**src/rtl/branch_pkg.sv**
```systemverilog
// Shared definitions for the branch condition unit: branch kinds,
// condition-code encodings and NZCV bit positions.
package branch_pkg;

  typedef enum logic [2:0] {
    BR_NONE  = 3'd0,
    BR_B     = 3'd1,
    BR_BCOND = 3'd2,
    BR_CBZ   = 3'd3,
    BR_CBNZ  = 3'd4
  } br_kind_e;

  localparam logic [3:0] COND_EQ = 4'd0;
  localparam logic [3:0] COND_NE = 4'd1;
  localparam logic [3:0] COND_CS = 4'd2;
  localparam logic [3:0] COND_CC = 4'd3;
  localparam logic [3:0] COND_MI = 4'd4;
  localparam logic [3:0] COND_PL = 4'd5;
  localparam logic [3:0] COND_VS = 4'd6;
  localparam logic [3:0] COND_VC = 4'd7;
  localparam logic [3:0] COND_HI = 4'd8;
  localparam logic [3:0] COND_LS = 4'd9;
  localparam logic [3:0] COND_GE = 4'd10;
  localparam logic [3:0] COND_LT = 4'd11;
  localparam logic [3:0] COND_GT = 4'd12;
  localparam logic [3:0] COND_LE = 4'd13;
  localparam logic [3:0] COND_AL = 4'd14;
  localparam logic [3:0] COND_NV = 4'd15;

  localparam int NZCV_N = 3;
  localparam int NZCV_Z = 2;
  localparam int NZCV_C = 1;
  localparam int NZCV_V = 0;

endpackage

```
**src/rtl/branch_cond_unit_cond_eval.sv**
```systemverilog
// Condition-code evaluator: decides whether a 4-bit condition passes
// for a given NZCV flag set. Purely combinational.
module cond_eval
  import branch_pkg::*;
(
  input  logic [3:0] nzcv,
  input  logic [3:0] cond,
  output logic       pass
);

  logic n, z, c, v;

  assign n = nzcv[NZCV_N];
  assign z = nzcv[NZCV_Z];
  assign c = nzcv[NZCV_C];
  assign v = nzcv[NZCV_V];

  always_comb begin
    // NOTE: default assigned first so every path drives pass and no latch is inferred.
    pass = 1'b1;
    case (cond)
      COND_EQ: pass = z;
      COND_NE: pass = !z;
      COND_CS: pass = c;
      COND_CC: pass = !c;
      COND_MI: pass = n;
      COND_PL: pass = !n;
      COND_VS: pass = v;
      COND_VC: pass = !v;
      COND_HI: pass = c & !z;
      COND_LS: pass = !c | z;
      COND_GE: pass = (n == v);
      COND_LT: pass = (n != v);
      COND_GT: pass = !z & (n == v);
      COND_LE: pass = z | (n != v);
      default: pass = 1'b1; // AL and NV
    endcase
  end

endmodule

```
**src/rtl/branch_cond_unit.sv**
```systemverilog
// Branch condition unit: holds the architectural NZCV register and produces a
// registered taken/not-taken decision for the ID-stage branch, with EX->ID bypass.
module branch_cond_unit
  import branch_pkg::*;
(
  input  logic        clk,
  input  logic        reset,
  input  logic        ex_valid,
  input  logic        ex_set_flags,
  input  logic [3:0]  ex_nzcv,
  input  logic        id_valid,
  input  logic [2:0]  id_kind,
  input  logic [3:0]  id_cond,
  input  logic [63:0] id_operand,
  input  logic        stall,
  input  logic        flush,
  output logic [3:0]  flags_q,
  output logic        br_valid,
  output logic        br_taken
);

  logic [3:0]  flags_d;
  logic        br_valid_d, br_valid_q;
  logic        br_taken_d, br_taken_q;
  logic        flag_wr;
  logic [3:0]  eff_flags;
  logic        cond_pass;
  logic        is_branch;
  logic        decision;

  // Zero test as a reduction tree: NOR4 per nibble, then two AND4 levels.
  logic [15:0] leaf_nor;
  logic [3:0]  mid_and;
  logic        z64;

  for (genvar g = 0; g < 16; g++) begin : g_leaf
    assign leaf_nor[g] = ~|id_operand[4*g +: 4];
  end

  for (genvar g = 0; g < 4; g++) begin : g_mid
    assign mid_and[g] = &leaf_nor[4*g +: 4];
  end

  assign z64 = &mid_and;

  // An older flag-setting instruction in EX overrides the stored flags.
  assign flag_wr   = ex_valid & ex_set_flags;
  assign eff_flags = flag_wr ? ex_nzcv : flags_q;

  cond_eval u_cond_eval (
    .nzcv (eff_flags),
    .cond (id_cond),
    .pass (cond_pass)
  );

  always_comb begin
    is_branch = 1'b1;
    decision  = 1'b0;
    case (id_kind)
      BR_B:     decision = 1'b1;
      BR_BCOND: decision = cond_pass;
      BR_CBZ:   decision = z64;
      BR_CBNZ:  decision = !z64;
      default:  is_branch = 1'b0;
    endcase
  end

  always_comb begin
    flags_d    = flags_q;
    br_valid_d = br_valid_q;
    br_taken_d = br_taken_q;
    if (!stall) begin
      if (flag_wr) flags_d = ex_nzcv;
      br_valid_d = id_valid & !flush & is_branch;
      br_taken_d = br_valid_d & decision;
    end
  end

  always_ff @(posedge clk) begin
    // NOTE: reset is synchronous and sampled before stall, so it discards held state.
    if (reset) begin
      flags_q    <= 4'b0000;
      br_valid_q <= 1'b0;
      br_taken_q <= 1'b0;
    end else begin
      // NOTE: non-blocking assignments keep all flops updating from pre-edge values.
      flags_q    <= flags_d;
      br_valid_q <= br_valid_d;
      br_taken_q <= br_taken_d;
    end
  end

  assign br_valid = br_valid_q;
  assign br_taken = br_taken_q;

endmodule

```
**config.mk**
```make
export PLATFORM = sky130hd
export DESIGN_NAME = branch_cond_unit
export DESIGN_NICKNAME = d
export VERILOG_FILES = /design/src/rtl/branch_pkg.sv /design/src/rtl/branch_cond_unit_cond_eval.sv /design/src/rtl/branch_cond_unit.sv
export SDC_FILE = /design/constraint.sdc
export NUM_CORES = 1
export LEC_CHECK = 0
export CAP_MARGIN = 0
export CORE_ASPECT_RATIO = 1.2
export CORE_UTILIZATION = 23
export DETAILED_ROUTE_END_ITERATION = 10
export PLACE_DENSITY_LB_ADDON = 0.2
export SLEW_MARGIN = 25
export SYNTH_ARGS = -nofsm -noshare
export SYNTH_HDL_FRONTEND = slang
export SYNTH_SLANG_ARGS = --single-unit
```
**constraint.sdc**
```tcl
create_clock -name clk -period 2 [get_ports clk]
set_input_delay 0.4 -clock clk [delete_from_list [all_inputs] [get_ports clk]]
set_output_delay 0.4 -clock clk [all_outputs]
set_load 0.01 [all_outputs]
```
==> results.yml <==
global_route:
  grt_max_degree: 8
  grt_pass1_vias: 1145
  grt_use_total: 0.216
  grt.overflow.total: 0
  grt_pass1_wl_microns: 4720
  antenna_found_initial: 0
synth:
  yosysUniqueCellTypes: 23
  synth_edf_count: 0
  synth.most_common_cell: "nor4_1"
  synth-main-ff-cell: "dfxtp_1"
  ys_ff_latch: 6
  netlist_area_sq_um: 601
  seq_area_frac_synth: 0.200
  synth_cells: 79
  yosysTopAreaCell: "dfxtp_1"
  synthArstFlopShare: 0
  postSynthAreaPerCell_sq_um: 7.60
  synthesis.nets: 161
  synth_top_area_share: 0.200
  ys.warnings.count: 0
  yosys-top-cells-count: "17 x nor4_1, 8 x nor2_1, 7 x mux2i_1"
  synth.area.top_cells: "dfxtp_1 20%, nor4_1 18%, mux2i_1 12%"
critical_path:
  worst-endpoint-required_ns: 2.14
  r2r-end: "br_taken"
  arrival_ns: 2.08
  path_buf_inv: 1
  cp_cell_sequence: "clkdlybuf4s50_1, and3_1, a2111oi_4, nor4_2, xnor2_1, a211oi_1, o211a_1"
  crit_family: "simple AND/OR/NAND/NOR gates"
  path_max_fanout: 3
  r2r_cells: 6
  crit_slowest_cell: "clkdlybuf4s50_1"
  r2r_start: "flags_q[3]"
  worstSetupEndpointType: "flip-flop"
  critical_path_class: "in -> reg"
  critPathMaxStageDelay_ns: 0.54
  startpoint: "ex_nzcv[1]"
  setup.worst_path.start_class: "primary input"
  regToRegSetupSlack_ns: 0.29
detailed_routing:
  wl_met3_microns: 284
  final_antenna_net_count: 0
  avgViaCountPerCell: 5.07
  maxUsedRoutingLayer: "met4"
  route.met2.wl_microns: 1670
  vias: 1074
  wl_per_cell_microns: 14.8
  first_iter_violations: 10
  wl_met1_microns: 1130
  drc: 0
  first_pass_iters: 3
  wl_microns: 3150
pwr:
  power.density_nw_per_um2: 288
  vdd_ir_drop_max_mv: 0.189
  leakagePower_nw: 0.804
timing:
  finalCriticalPeriod_ns: 1.95
  post-route-period-util: 0.973
  finalSetupViolCount: 0
  hold_viol_final: 0
  fin_skew_ns: 0.00212
  slew_viol_final: 0
  relSlewSlack: 0.782
  fin_ws_ns: 0.0534
  worst_pin_slew_ns: 0.324
  max_freq_mhz: 514
cts:
  ctsHtreeMaxLevel: 1
  clock-sinks: 6
  postCtsHoldBufs: 0
  root_buffer: "clkbuf_4"
  cts_buffers: 3
  cts_tree: "yes"
  clk_latency_ns: 0.24
  cts.clk_slew.worst_paths_ns: 0.04
  clock_path_buffers: 2
layout:
  multi_input_area_sq_um: 649
  area_delta_synth_final_pct: 184
  n_antenna_cell: 0
  drive_gt1_frac: 0.337
  design_area_sq_um: 1700
  nets: 265
  post-route-util: 0.717
  nFillCells: 203
  regArea_sq_um: 120
placement:
  dp_slack_ns: -0.444
  dp_hpwl_microns: 2420
  place_area_sq_um: 1590
  place_congestion: 0.862
  numPortBuffers: 87
floorplan:
  fp.dieW_microns: 48.6
  rows: 19
  dieArea_sq_um: 2820
  core_sq_um: 2380
  io_pins: 88
  initial_core_util: 0.253
  dieHeight_microns: 58.0
min_path:
  min_to: "br_valid"
  hold_path_depth: 2
  hold_class: "reg -> reg"
  worstHoldStart: "br_valid"
job:
  maxCapViolCount: 0
status:
  outcome: "finished, final reports clean"
-- power breakdown --
group,switching (mW),internal [mW],total (mW)
sequential,0.00513,0.124,0.129
clock,0.0427,0.0678,0.111
combinational,0.0949,0.157,0.252
-- metrics by stage --
step / total power [mW] / hold slack (ns) / instances / TNS (ns)
finish: 0.491 / 0.468 / 212 / 0
global route: 0.524 / 0.503 / 212 / -0.0262
CTS: 0.470 / 0.468 / 211 / 0
detailed placement: 0.382 / 0.460 / 207 / -0.444
global placement: 0.378 / 0.461 / 207 / -0.407
floorplan: 0.180 / 0.469 / 79 / 0
-- final cells by class --
type                            count  area share
Tap cell                           31      0.0228
Inverter                            2     0.00441
Sequential cell                     6      0.0705
Clock buffer                        3      0.0132
Multi-Input combinational cell     70       0.381
Timing Repair Buffer              100       0.508
-- timing repair --
action                     4_1_cts  5_1_grt
setup buffers                    1        1
cloned                           0        0
gates resized for setup         85       77
setup endpoints to repair        1        1
pin swaps                       23       24
-- cell usage in the layout, fill, tap and decap left out, drive strengths merged, types with 2 or more instances in the layout --
cell type,Yosys,final
nor4,19,19
nand2,6,6
dfxtp,6,6
and3,4,4
inv,2,2
a2111oi,4,4
nand2b,2,2
clkbuf,1,22
nor2,8,8
mux2i,7,7
buf,0,16
dlymetal6s2s,0,9
o21ai,2,2
nand4,4,4
a21oi,2,2
clkdlybuf4s50,0,18
clkdlybuf4s15,0,16
dlygate4sd2,0,22
xnor2,5,5
-- state kept, by name, indices dropped and copies added, names as in the netlist --
signal / count
br_taken: 1
flags_q: 4
br_valid: 1
-- layer usage --
layer / global-route usage / up-vias
met4: 0.0714 / 0
met2: 0.413 / 62
met5: 0 / -
li1: - / 523
met3: 0.0630 / 8
met1: 0.223 / 481
-- worst register-to-register path: cells and delay by family (launching register included) --
family / cells / cell delay [ns]
flops: 1 / 0.46
simple gates: 1 / 0.43
xor+xnor: 2 / 0.29
compound gates: 2 / 0.25
mux: 1 / 0.17
-- worst max-delay path by stage --
stage,to,slack (ns),cells after the start
after floorplan,br_taken,0.11,6
after global placement,br_taken,-0.41,7
after detailed placement,br_taken,-0.44,7
after CTS,br_taken,0.006,7
after global routing,br_taken,-0.03,7
final,br_taken,0.05,7
-- cell families (layout without fill, tap and decap cells) --
family                    count (synthesis)  count (layout)  synth area share
xor gates and xnor gates                  6               6            0.0875
AOI/OAI and AO/OA                        11              11             0.135
muxes                                     7               7             0.117
buffers and inverters                     3             105            0.0187
DFF                                       6               6             0.200
and+or+nand+nor                          46              46             0.442
No activity file was read; power rests on OpenSTA's default activity.
